## config.mk

```make
export PLATFORM = sky130hd
export DESIGN_NAME = mc_controller
export DESIGN_NICKNAME = d
export VERILOG_FILES = /design/src/rtl/mc_controller.sv
export SDC_FILE = /design/constraint.sdc
export NUM_CORES = 1
export LEC_CHECK = 0
export ABC_AREA = 1
export CORE_MARGIN = 2
export CORE_UTILIZATION = 64
export DETAILED_ROUTE_END_ITERATION = 8
export DONT_BUFFER_PORTS = 1
export GPL_TIMING_DRIVEN = 0
export PLACE_DENSITY = 0.88
export SYNTH_ARGS = -nofsm -noshare
export SYNTH_HDL_FRONTEND = slang
export SYNTH_SLANG_ARGS = --single-unit
```

## constraint.sdc

```tcl
create_clock -name clk -period 2.7 [get_ports clk]
set_clock_uncertainty 0.05 [all_clocks]
set_input_delay 0.27 -clock clk [delete_from_list [all_inputs] [get_ports clk]]
set_output_delay 0.27 -clock clk [all_outputs]
set_load 0.02 [all_outputs]
```

## src/rtl/mc_controller.sv

```systemverilog
// mc_controller: decoder, sequencing FSM, condition logic and NZCV flags
// for the shared-memory multicycle ARM-subset datapath.
module mc_controller (
  input  logic        clk,
  input  logic        reset,
  input  logic [19:0] Instr,
  input  logic [3:0]  ALUFlags,
  output logic        PCWrite,
  output logic        MemWrite,
  output logic        RegWrite,
  output logic        IRWrite,
  output logic        AdrSrc,
  output logic [1:0]  RegSrc,
  output logic        ALUSrcA,
  output logic [1:0]  ALUSrcB,
  output logic [1:0]  ResultSrc,
  output logic [1:0]  ImmSrc,
  output logic [1:0]  ALUControl
);
  typedef enum logic [3:0] {
    FETCH, DECODE, MEMADR, MEMRD, MEMWB, MEMWR, EXECUTER, EXECUTEI, ALUWB, BRANCH
  } state_t;
  state_t state, cur, next;
  logic [3:0] cond, rd, flags;
  logic [1:0] op, alu_dec;
  logic [5:0] funct;
  logic cond_ex, cond_ex_r, no_write, exec, pc_w, mem_w, reg_w, ir_w, unused;
  assign {cond, op, funct} = Instr[19:8];
  assign rd = Instr[3:0];
  assign unused = ^Instr[7:4];
  // Reset overrides the state so outputs show the FETCH decode immediately
  assign cur = reset ? FETCH : state;
  assign exec = (cur == EXECUTER) || (cur == EXECUTEI);
  assign ImmSrc = (op == 2'b11) ? 2'b00 : op;
  assign RegSrc = {op == 2'b01, op == 2'b10};
  always_comb begin
    case (cond)
      4'h0: cond_ex = flags[2];
      4'h1: cond_ex = ~flags[2];
      4'h2: cond_ex = flags[1];
      4'h3: cond_ex = ~flags[1];
      4'h4: cond_ex = flags[3];
      4'h5: cond_ex = ~flags[3];
      4'h6: cond_ex = flags[0];
      4'h7: cond_ex = ~flags[0];
      4'h8: cond_ex = flags[1] & ~flags[2];
      4'h9: cond_ex = ~(flags[1] & ~flags[2]);
      4'ha: cond_ex = flags[3] == flags[0];
      4'hb: cond_ex = flags[3] != flags[0];
      4'hc: cond_ex = ~flags[2] & (flags[3] == flags[0]);
      4'hd: cond_ex = ~(~flags[2] & (flags[3] == flags[0]));
      4'he: cond_ex = 1'b1;
      default: cond_ex = 1'b0;
    endcase
  end
  always_comb begin
    alu_dec = 2'b00;
    no_write = 1'b0;
    case (funct[4:1])
      4'b0010: alu_dec = 2'b01;
      4'b0000: alu_dec = 2'b10;
      4'b1100: alu_dec = 2'b11;
      4'b1010: begin
        alu_dec = 2'b01;
        no_write = 1'b1;
      end
      default: alu_dec = 2'b00;
    endcase
  end
  always_comb begin
    next = FETCH;
    pc_w = 1'b0;
    mem_w = 1'b0;
    reg_w = 1'b0;
    ir_w = 1'b0;
    AdrSrc = 1'b0;
    ALUSrcA = 1'b0;
    ALUSrcB = 2'b00;
    ResultSrc = 2'b00;
    ALUControl = 2'b00;
    case (cur)
      FETCH: begin
        next = DECODE;
        ir_w = 1'b1;
        pc_w = 1'b1;
        ALUSrcA = 1'b1;
        ALUSrcB = 2'b10;
        ResultSrc = 2'b10;
      end
      DECODE: begin
        next = (op == 2'b01) ? MEMADR :
               (op == 2'b00) ? (funct[5] ? EXECUTEI : EXECUTER) :
               (op == 2'b10) ? BRANCH : FETCH;
        ALUSrcA = 1'b1;
        ALUSrcB = 2'b10;
        ResultSrc = 2'b10;
      end
      MEMADR: begin
        next = funct[0] ? MEMRD : MEMWR;
        ALUSrcB = 2'b01;
      end
      MEMRD: begin
        next = MEMWB;
        AdrSrc = 1'b1;
      end
      MEMWB: begin
        ResultSrc = 2'b01;
        reg_w = cond_ex_r;
      end
      MEMWR: begin
        AdrSrc = 1'b1;
        mem_w = cond_ex_r;
      end
      EXECUTER: begin
        next = ALUWB;
        ALUControl = alu_dec;
      end
      EXECUTEI: begin
        next = ALUWB;
        ALUSrcB = 2'b01;
        ALUControl = alu_dec;
      end
      ALUWB: begin
        reg_w = cond_ex_r & ~no_write;
        pc_w = reg_w & (rd == 4'hf);
      end
      BRANCH: begin
        ALUSrcB = 2'b01;
        ResultSrc = 2'b10;
        pc_w = cond_ex_r;
      end
      default: next = FETCH;
    endcase
    PCWrite = pc_w & ~reset;
    MemWrite = mem_w & ~reset;
    RegWrite = reg_w & ~reset;
    IRWrite = ir_w & ~reset;
  end
  always_ff @(posedge clk) begin
    if (reset) begin
      state <= FETCH;
      flags <= 4'b0000;
      cond_ex_r <= 1'b0;
    end else begin
      state <= next;
      if (cur == DECODE) cond_ex_r <= cond_ex;
      // CMP (no_write) always sets flags; logical ops leave C and V alone
      if (exec & cond_ex_r & (funct[0] | no_write)) begin
        flags[3:2] <= ALUFlags[3:2];
        if (~alu_dec[1]) flags[1:0] <= ALUFlags[1:0];
      end
    end
  end
endmodule

```

==> impl_metrics.csv, run 1 <==
group,metric,value,unit
synthesis,synth_seq_cells,9,
clock_network,ctsRootBufferMaster,"clkbuf_4",
final_layout,syn2layout_area_growth,5.20,%
timing,postLayoutSetupSlackWorst,601,ps
power,worst_vdd_rail_ir_drop,0.209,mV
timing,fmax,476,MHz
setup_path,critPathCaptureType,"output port",
setup_path,r2r_slack,1350,ps
status,outcome,"finished, final reports clean",
grt,final_global_route_overflow_total,0,
synthesis,synth.cell_area,866,sq um
final_layout,mostFrequentLayoutCells,"48 x nand2_1, 32 x inv_1, 31 x nor2_1",
clock_network,clk_latency,260,ps
detailed_routing,drc_errors,0,
synthesis,synth.avg_cell_area,5.31,sq um
setup_path,crit_type,"reg -> out",
timing,slew-limit-headroom,57.5,%
place,io_buffer_count,0,
synthesis,seq_area_frac_synth,20.8,%
clock_network,cts_inserted_buffers,3,
flow_run,cap_violations,0,
setup_path,regToRegStartpoint,"state[2]",
place,detailed_place.area,885,sq um
synthesis,ys_types,19,
detailed_routing,routedWlPerCell,10.9,um
floorplan,core.rowCount,13,
floorplan,die_height,40.8,um
timing,finalMaxSlewViolations,0,
setup_path,setup.worst_path.start,"state[1]",
floorplan,start_util,67.4,%
detailed_routing,routed_wl,1980,um
grt,global_route.usage.total,27.8,%
detailed_routing,final_antenna_net_count,0,
clock_network,cts-hold-fix-buffers,0,
hold_path,hp-class,"in -> reg",
grt,initial_antenna_violation_count,0,
floorplan,design.core.area,1280,sq um
clock_network,post-cts-setup-buffers,0,
floorplan,fp.dieW,40.8,um
timing,grt_setup_unrepaired,"no",
grt,wire_length_of_the_first_global_routing_pass,3040,um
floorplan,die_footprint,1660,sq um
setup_path,reg2reg_to,"flags[0]",
timing,final_sum_of_negative_setup_slack,0,ps
setup_path,kind_of_launch_point_of_the_worst_setup_path,"flop",
clock_network,cts_buffer_depth,2,
synthesis,yosys_warning_total,0,
grt,first_global_vias,823,
detailed_routing,route.vias.total,1006,
clock_network,cts_tree,"done",
final_layout,final_net_count,194,
synthesis,synthesis.instances,163,
power,power.leakage,0.474,nW
setup_path,worst-endpoint-arrival,1780,ps
detailed_routing,first_pass_iters,4,
place,global_placement_routability_congestion,0.839,
synthesis,synth.net_count,189,
final_layout,n_fill_cell,124,
timing,layout_worst_path_cycle_share,77.8,%
clock_network,worst_setup_hold_path_clk_slew,60,ps
final_layout,num_antenna_cells,0,
floorplan,floorplan.io_pins,42,
timing,hold_viol,0,
clock_network,cts_num_sinks,9,
final_layout,post_route_cells_drive_above_1_share,6.59,%
clock_network,cts_repair_resize_count,0,
detailed_routing,avgViaCountPerCell,5.53,
setup_path,worstPathRequired,2380,ps
clock_network,cts.htree.levels,1,
final_layout,layout.cells.most_common,"nand2_1",
place,hpwl,1620,um
setup_path,ff2ff_path_depth,8,
power,cellPowerDensity,356,nW/um^2
timing,post-route-min-period,2100,ps
final_layout,finish.instance_area,911,sq um
grt,grt_max_degree,10,
timing,tightest_slew,631,ps
setup_path,critical_path.endpoint,"PCWrite",
timing,final-setup-viol-count,0,
setup_path,worstPathMaxFanout,6,
place,pre_cts_ws,904,ps
detailed_routing,detail_route.iter0.violations,31,
-- cells in the mapped netlist --
master | count | share of area (%)
o31ai_1 | 1 | 0.87
o211ai_1 | 4 | 3.5
nand3_1 | 15 | 8.7
buf_2 | 1 | 0.58
nor2_4 | 2 | 2.6
buf_4 | 1 | 0.87
dfxtp_1 | 9 | 21
nor2_1 | 31 | 13
nand2_2 | 1 | 0.72
nand2_4 | 1 | 1.3
a21oi_1 | 5 | 2.9
nand2_1 | 48 | 21
o21ai_0 | 3 | 1.7
inv_2 | 1 | 0.43
inv_1 | 32 | 14
nand3_4 | 1 | 2.0
nand4_1 | 5 | 3.6
nor3_1 | 1 | 0.58
o22ai_1 | 1 | 0.72
-- cell families (layout without fill, tap and decap cells) --
family	after synthesis	in the layout	share of synthesized area [%]
and+or+nand+nor	105	105	53.8
buffers and inverters	35	39	15.8
AOI/OAI and AO/OA	14	14	9.68
DFF	9	9	20.8
-- flip-flops by register name (all words and copies together), names as in the netlist --
register and flops:
flags 4, state 4, cond_ex_r 1
-- area by class of cell --
type / count / area (sq um) / share of cell area (%)
multi-input cells: 119 / 549 / 60.3
flip-flops and latches: 9 / 180 / 19.8
inverters: 33 / 124 / 13.6
clock buffers: 4 / 26.3 / 2.88
well taps: 15 / 18.8 / 2.06
plain buffers: 2 / 12.5 / 1.37
-- metal layers --
metal  vias up  global-route usage, %  wire (um)
met1       444                   29.7        793
met2        41                   51.2       1000
met3         7                   4.35        124
met5         -                      0          0
met4         0                   15.0         54
li1        514                      -          -
-- worst min-delay path by stage --
stage	depth (start not counted)	slack, ps	startpoint	end
final	1	20	reset	flags[1]
after CTS	1	20	reset	flags[1]
after global routing	1	20	reset	flags[1]
after detailed placement	1	300	reset	flags[1]
after floorplan	1	290	reset	flags[0]
after global placement	1	290	reset	flags[0]
-- worst max-delay path, stage by stage (launching register included) --
cell and delay (ps):
dfxtp_1 300, inv_1 170, nor2_1 140, nor2_1 150, inv_1 70, nor2_1 350, inv_1 90, o211ai_1 240
-- stage by stage --
step / total power [W] / cells / hold slack (ps) / util (%)
floorplan: 0.000211 / 163 / 289 / -
global placement: 0.000220 / 178 / 290 / 68.8
detailed placement: 0.000222 / 178 / 297 / 68.8
CTS: 0.000324 / 182 / 24.0 / 70.9
global route: 0.000339 / 182 / 20.5 / 70.9
finish: 0.000324 / 182 / 24.4 / 70.9
-- report_power, final --
part,leakage (nW),switching (W),internal (W)
registers,0.0732,0.00000485,0.000138
clock network,0.0150,0.0000472,0.0000570
logic,0.386,0.0000565,0.0000205
total,0.474,0.000109,0.000216
No activity file was read; power rests on OpenSTA's default activity.
==> run 2, diff against run 1 <==
- CORE_UTILIZATION: 64 -> 55
- PLACE_DENSITY: 0.88 -> 0.81
- clock period: 2.7 -> 1.8 ns (I/O delays scaled with it)
==> run 2 against run 1 <==
Net effect: the flow now finishes with violations (hold timing); sequential power grew 52%; cell area rose by 8.0%; final cell count up 3.3%; largest cell class unchanged; register-to-register slack worse by 950 ps.
==> impl_metrics.csv, run 2 (synthesized netlist as in run 1, its figures left out) <==
group,metric,value,unit
final_layout,post_route_cells_drive_above_1_share,12.2,%
floorplan,die_height,43.7,um
grt,initial_antenna_violation_count,0,
power,sw_ratio,35.3,%
floorplan,floorplan.io_pins,42,
setup_path,critPathCaptureType,"output port",
status,violated_checks,"hold timing",
floorplan,die_footprint,1910,sq um
place,global_placement_routability_congestion,0.885,
final_layout,final_net_count,199,
clock_network,cts_buffer_depth,2,
timing,fin_hold_ws,-2.33,ps
setup_path,kind_of_launch_point_of_the_worst_setup_path,"flop",
hold_path,hp-class,"in -> reg",
grt,final_global_route_overflow_total,0,
grt,wire_length_of_the_first_global_routing_pass,3570,um
timing,tightest_slew,677,ps
clock_network,cts_tree,"done",
place,io_buffer_count,0,
detailed_routing,drc_errors,0,
final_layout,leading_registers_by_flop_count,"flags: 4 flops, state: 4 flops, cond_ex_r: 1 flops",
clock_network,ctsRootBufferMaster,"clkbuf_4",
status,outcome,"finished with violations",
power,power.leakage,0.495,nW
timing,fmax,573,MHz
timing,finalMaxSlewViolations,0,
final_layout,multi_input_area,574,sq um
floorplan,core.rowCount,14,
clock_network,worst_setup_hold_path_clk_slew,60,ps
timing,layout_worst_path_cycle_share,97.0,%
detailed_routing,first_pass_iters,4,
timing,slew-limit-headroom,54.4,%
timing,grt_setup_unrepaired,"yes",
power,cellPowerDensity,523,nW/um^2
clock_network,cts.htree.levels,1,
detailed_routing,avgViaCountPerCell,5.66,
power,power.sequential.fraction,42.1,%
power,design_power_total,0.000514,W
setup_path,worstPathRequired,1570,ps
power,comb_power_share,25.6,%
power,clock_power_share,32.3,%
setup_path,worstPathMaxFanout,3,
power,worst_vdd_rail_ir_drop,0.293,mV
timing,final-setup-viol-count,0,
clock_network,cts_inserted_buffers,3,
final_layout,mostFrequentLayoutCells,"46 x nand2_1, 31 x inv_1, 27 x nor2_1",
final_layout,num_antenna_cells,0,
timing,post-route-min-period,1750,ps
detailed_routing,routed_wl,2280,um
timing,hold_viol,1,
final_layout,layout.cells.most_common,"nand2_1",
final_layout,area.sequential,181,sq um
setup_path,crit_type,"reg -> out",
floorplan,start_util,58.2,%
grt,global_route.usage.total,24.5,%
floorplan,fp.dieW,43.7,um
detailed_routing,route.vias.total,1065,
setup_path,worst-endpoint-arrival,1520,ps
flow_run,cap_violations,0,
place,hpwl,1730,um
power,power.switching,0.000182,W
clock_network,cts_num_sinks,9,
grt,first_global_vias,961,
floorplan,design.core.area,1490,sq um
final_layout,n_fill_cell,127,
power,power_report.internal_total,0.000332,W
detailed_routing,routedWlPerCell,12.1,um
final_layout,syn2layout_area_growth,13.6,%
clock_network,clk_latency,270,ps
detailed_routing,detail_route.iter0.violations,31,
grt,grt_max_degree,10,
detailed_routing,final_antenna_net_count,0,
## run 2: changes by cell type in the layout (fill, tap and decap cells not counted)
| cell | change |
|---|---|
| nor2_1 | -4 |
| dlygate4sd3_1 | +3 |
| buf_4 | +2 |
| nand2_1 | -2 |
| nand2_2 | +2 |
| nor2_2 | +2 |
| nor2_4 | +2 |
| dfxtp_1 | -1 |
| dfxtp_2 | +1 |
| inv_1 | -1 |
| inv_2 | +1 |
## run 2: what timing repair did
item | CTS | global route
cloned | 0 | 0
endpoints found under the hold margin | 4 | 0
resized for setup | 6 | 4
endpoints found under the setup margin | 3 | 3
pin swaps | 3 | 5
hold buffers | 3 | 0
buffers inserted | 1 | 1
## run 2: routing by layer
layer  routed length (um)  track usage, %  vias up
met1                  863            25.9      472
met5                    0               0        -
met2                 1180            45.0       56
met3                  160            2.92       12
li1                     -               -      525
met4                   80            15.8        0
## run 2: final cells by class
cell class | count | share of cell area (%)
buffer | 2 | 1.27
inverter | 33 | 12.6
multi-input combinational | 119 | 58.4
tap | 16 | 2.04
sequential | 9 | 18.4
timing repair buffer | 5 | 4.58
clock buffer | 4 | 2.67
## run 2: per-stage QoR
| stage | setup WS, ps | utilization (%) | TNS (ps) | cell area (sq um) | instances |
|---|---|---|---|---|---|
| after floorplan | 233 | - | 0 | 866 | 163 |
| after global placement | 103 | 59.5 | 0 | 886 | 179 |
| after detailed placement | 77.1 | 59.5 | 0 | 886 | 179 |
| after CTS | 5.72 | 65.0 | 0 | 967 | 187 |
| after global routing | -1.48 | 66.1 | -1.48 | 983 | 188 |
| final | 53.5 | 66.1 | 0 | 983 | 188 |
## run 2: power by group through the flow
stage / clock [W] / sequential [W] / combinational (W)
floorplan: 0 / 0.000217 / 0.0000991
global placement: 0 / 0.000219 / 0.000111
detailed placement: 0 / 0.000220 / 0.000115
CTS: 0.000160 / 0.000216 / 0.000127
global route: 0.000167 / 0.000216 / 0.000144
finish: 0.000166 / 0.000217 / 0.000131
## run 2: critical path: stages (launching register included)
cell and delay, ps:
dfxtp_2 340, inv_1 50, nor2_2 150, nand2_2 100, nor2_4 110, inv_1 80, o211ai_1 410
## run 2: worst paths after layout
check,start,endpoint,slack (ps),cells past startpoint
max,state[2],ALUSrcB[0],50,6
min reg2reg,state[0],state[0],460,1
min,ALUFlags[0],flags[0],-2,2
max reg2reg,state[2],flags[2],400,8
==> run 3, diff against run 2 <==
- ABC_CLOCK_PERIOD_IN_PS: default -> 1800
- CAP_MARGIN: default -> 20
- GPL_ROUTABILITY_DRIVEN: default -> 0
==> run 3 against run 2 <==
Net effect: the flow now finishes without violations; combinational power hardly changed; first-iteration DRC count up 13%; fmax down 0.12%; critical path depth increased by 3; sequential share of layout area grew 0.13 points; wire length decreased by 12%; sequential cell count unchanged; non-clock buffer count down 2; register-to-register slack about the same; clock power shrank 6%; cell area is 1.4% lower.
==> impl_metrics.csv, run 3 (synthesized netlist as in run 1, its figures left out) <==
group,metric,value,unit
final_layout,layout.cells.most_common,"nand2_1",
power,sw_ratio,34.0,%
power,worst_vdd_rail_ir_drop,0.298,mV
timing,final-setup-viol-count,0,
setup_path,regToRegStartpoint,"state[2]",
floorplan,core.rowCount,14,
hold_path,min_delay_path_depth,1,
power,power.switching,0.000170,W
timing,fmax,572,MHz
place,hpwl,1600,um
setup_path,ff2ff_path_depth,9,
detailed_routing,route.vias.total,976,
final_layout,post_route_cells_drive_above_1_share,11.8,%
clock_network,cts_inserted_buffers,3,
detailed_routing,final_antenna_net_count,0,
power,power.leakage,0.489,nW
power,power_report.internal_total,0.000330,W
grt,first_global_vias,852,
grt,wire_length_of_the_first_global_routing_pass,3170,um
hold_path,hp-class,"in -> reg",
detailed_routing,avgViaCountPerCell,5.25,
clock_network,cts_num_sinks,9,
clock_network,cts.htree.levels,1,
timing,post-route-min-period,1750,ps
setup_path,kind_of_launch_point_of_the_worst_setup_path,"flop",
clock_network,cts_tree,"done",
floorplan,start_util,58.2,%
detailed_routing,drc_errors,0,
final_layout,num_antenna_cells,0,
final_layout,leading_registers_by_flop_count,"flags: 4 flops, state: 4 flops, cond_ex_r: 1 flops",
timing,tightest_slew,485,ps
grt,final_global_route_overflow_total,0,
hold_path,min_to,"state[2]",
power,cellPowerDensity,515,nW/um^2
timing,postLayoutSetupSlackWorst,51.3,ps
setup_path,r2r_slack,410,ps
hold_path,beginning_of_the_worst_hold_path,"Instr[8]",
flow_run,cap_violations,0,
final_layout,layoutNonFillerInstCount,186,
timing,layout_worst_path_cycle_share,97.1,%
status,outcome,"finished, final reports clean",
detailed_routing,routedWlPerCell,10.8,um
place,io_buffer_count,0,
timing,slew-limit-headroom,67.5,%
floorplan,floorplan.io_pins,42,
setup_path,critPathCaptureType,"output port",
detailed_routing,detail_route.iter0.violations,35,
setup_path,crit_type,"reg -> out",
clock_network,cts_buffer_depth,2,
detailed_routing,first_pass_iters,4,
timing,hold_viol,0,
floorplan,die_height,43.7,um
power,power.sequential.fraction,43.1,%
final_layout,mostFrequentLayoutCells,"47 x nand2_1, 30 x inv_1, 26 x nor2_1",
floorplan,die_footprint,1910,sq um
place,dp.cells,179,
final_layout,final_net_count,197,
clock_network,clk_latency,260,ps
power,comb_power_share,25.7,%
timing,finalMaxSlewViolations,0,
detailed_routing,routed_wl,2010,um
grt,global_route.usage.total,21.6,%
final_layout,syn2layout_area_growth,12.0,%
floorplan,fp.dieW,43.7,um
grt,initial_antenna_violation_count,0,
clock_network,worst_setup_hold_path_clk_slew,60,ps
grt,grt_max_degree,10,
floorplan,design.core.area,1490,sq um
setup_path,worst-endpoint-arrival,1520,ps
clock_network,ctsRootBufferMaster,"clkbuf_4",
power,clock_power_share,31.2,%
setup_path,worstPathRequired,1570,ps
setup_path,reg2reg_to,"flags[1]",
place,pre_cts_ws,91.4,ps
setup_path,worstPathMaxFanout,5,
-- run 3: area by class of cell --
| class | count | area (sq um) |
|---|---|---|
| Multi-Input combinational cell | 119 | 579 |
| Inverter | 33 | 124 |
| Sequential cell | 9 | 180 |
| Tap cell | 16 | 20.0 |
| Buffer | 2 | 12.5 |
| Clock buffer | 4 | 26.3 |
| Timing Repair Buffer | 3 | 27.5 |
| Fill cell | 132 | 519 |
-- run 3: layer usage --
metal	vias to the layer above	track usage [%]	part of all wire, %
li1	518	-	-
met1	411	26.5	42
met2	43	37.6	50
met3	4	3.33	6.5
met4	0	7.88	1.3
met5	-	0	0
-- run 3: worst max path at each step --
stage | start | endpoint | slack (ps) | cells after the start
after floorplan | state[1] | PCWrite | 230 | 7
after global placement | state[1] | PCWrite | 110 | 7
after detailed placement | state[1] | PCWrite | 90 | 7
after CTS | state[1] | PCWrite | 20 | 7
after global routing | state[2] | PCWrite | -20 | 9
final | state[2] | PCWrite | 50 | 9
-- run 3: power by group through the flow --
stage                     logic [W]  registers (W)  clock network, W
after detailed placement   0.000114       0.000219                 0
final                      0.000128       0.000216          0.000156
after CTS                  0.000124       0.000215          0.000159
after global routing       0.000142       0.000216          0.000165
after global placement     0.000111       0.000219                 0
after floorplan           0.0000991       0.000217                 0
-- run 3: repair_timing --
| item | CTS | global route |
|---|---|---|
| gates resized for setup | 6 | 6 |
| setup endpoints to repair | 3 | 3 |
| pin swaps | 3 | 3 |
| hold buffers | 2 | 0 |
| buffers inserted | 1 | 0 |
| endpoints found under the hold margin | 3 | 0 |
-- run 3: critical path, stage by stage, from the launching register on --
cell and delay (ps):
dfxtp_1 320, inv_1 110, nor2_4 50, inv_1 50
nand2_1 110, inv_2 100, nand2_2 80, nor2_4 180
inv_1 60, o211ai_1 210
-- run 3: per-stage QoR --
step | setup TNS, ps | total power, W | hold WS [ps] | utilization [%] | area (sq um)
after floorplan | 0 | 0.000316 | 199 | - | 866
after global placement | 0 | 0.000330 | 200 | 59.5 | 886
after detailed placement | 0 | 0.000333 | 202 | 59.5 | 886
after CTS | 0 | 0.000498 | 4.06 | 64.3 | 957
after global routing | -17.3 | 0.000522 | 11.9 | 65.1 | 970
final | 0 | 0.000500 | 7.29 | 65.1 | 970
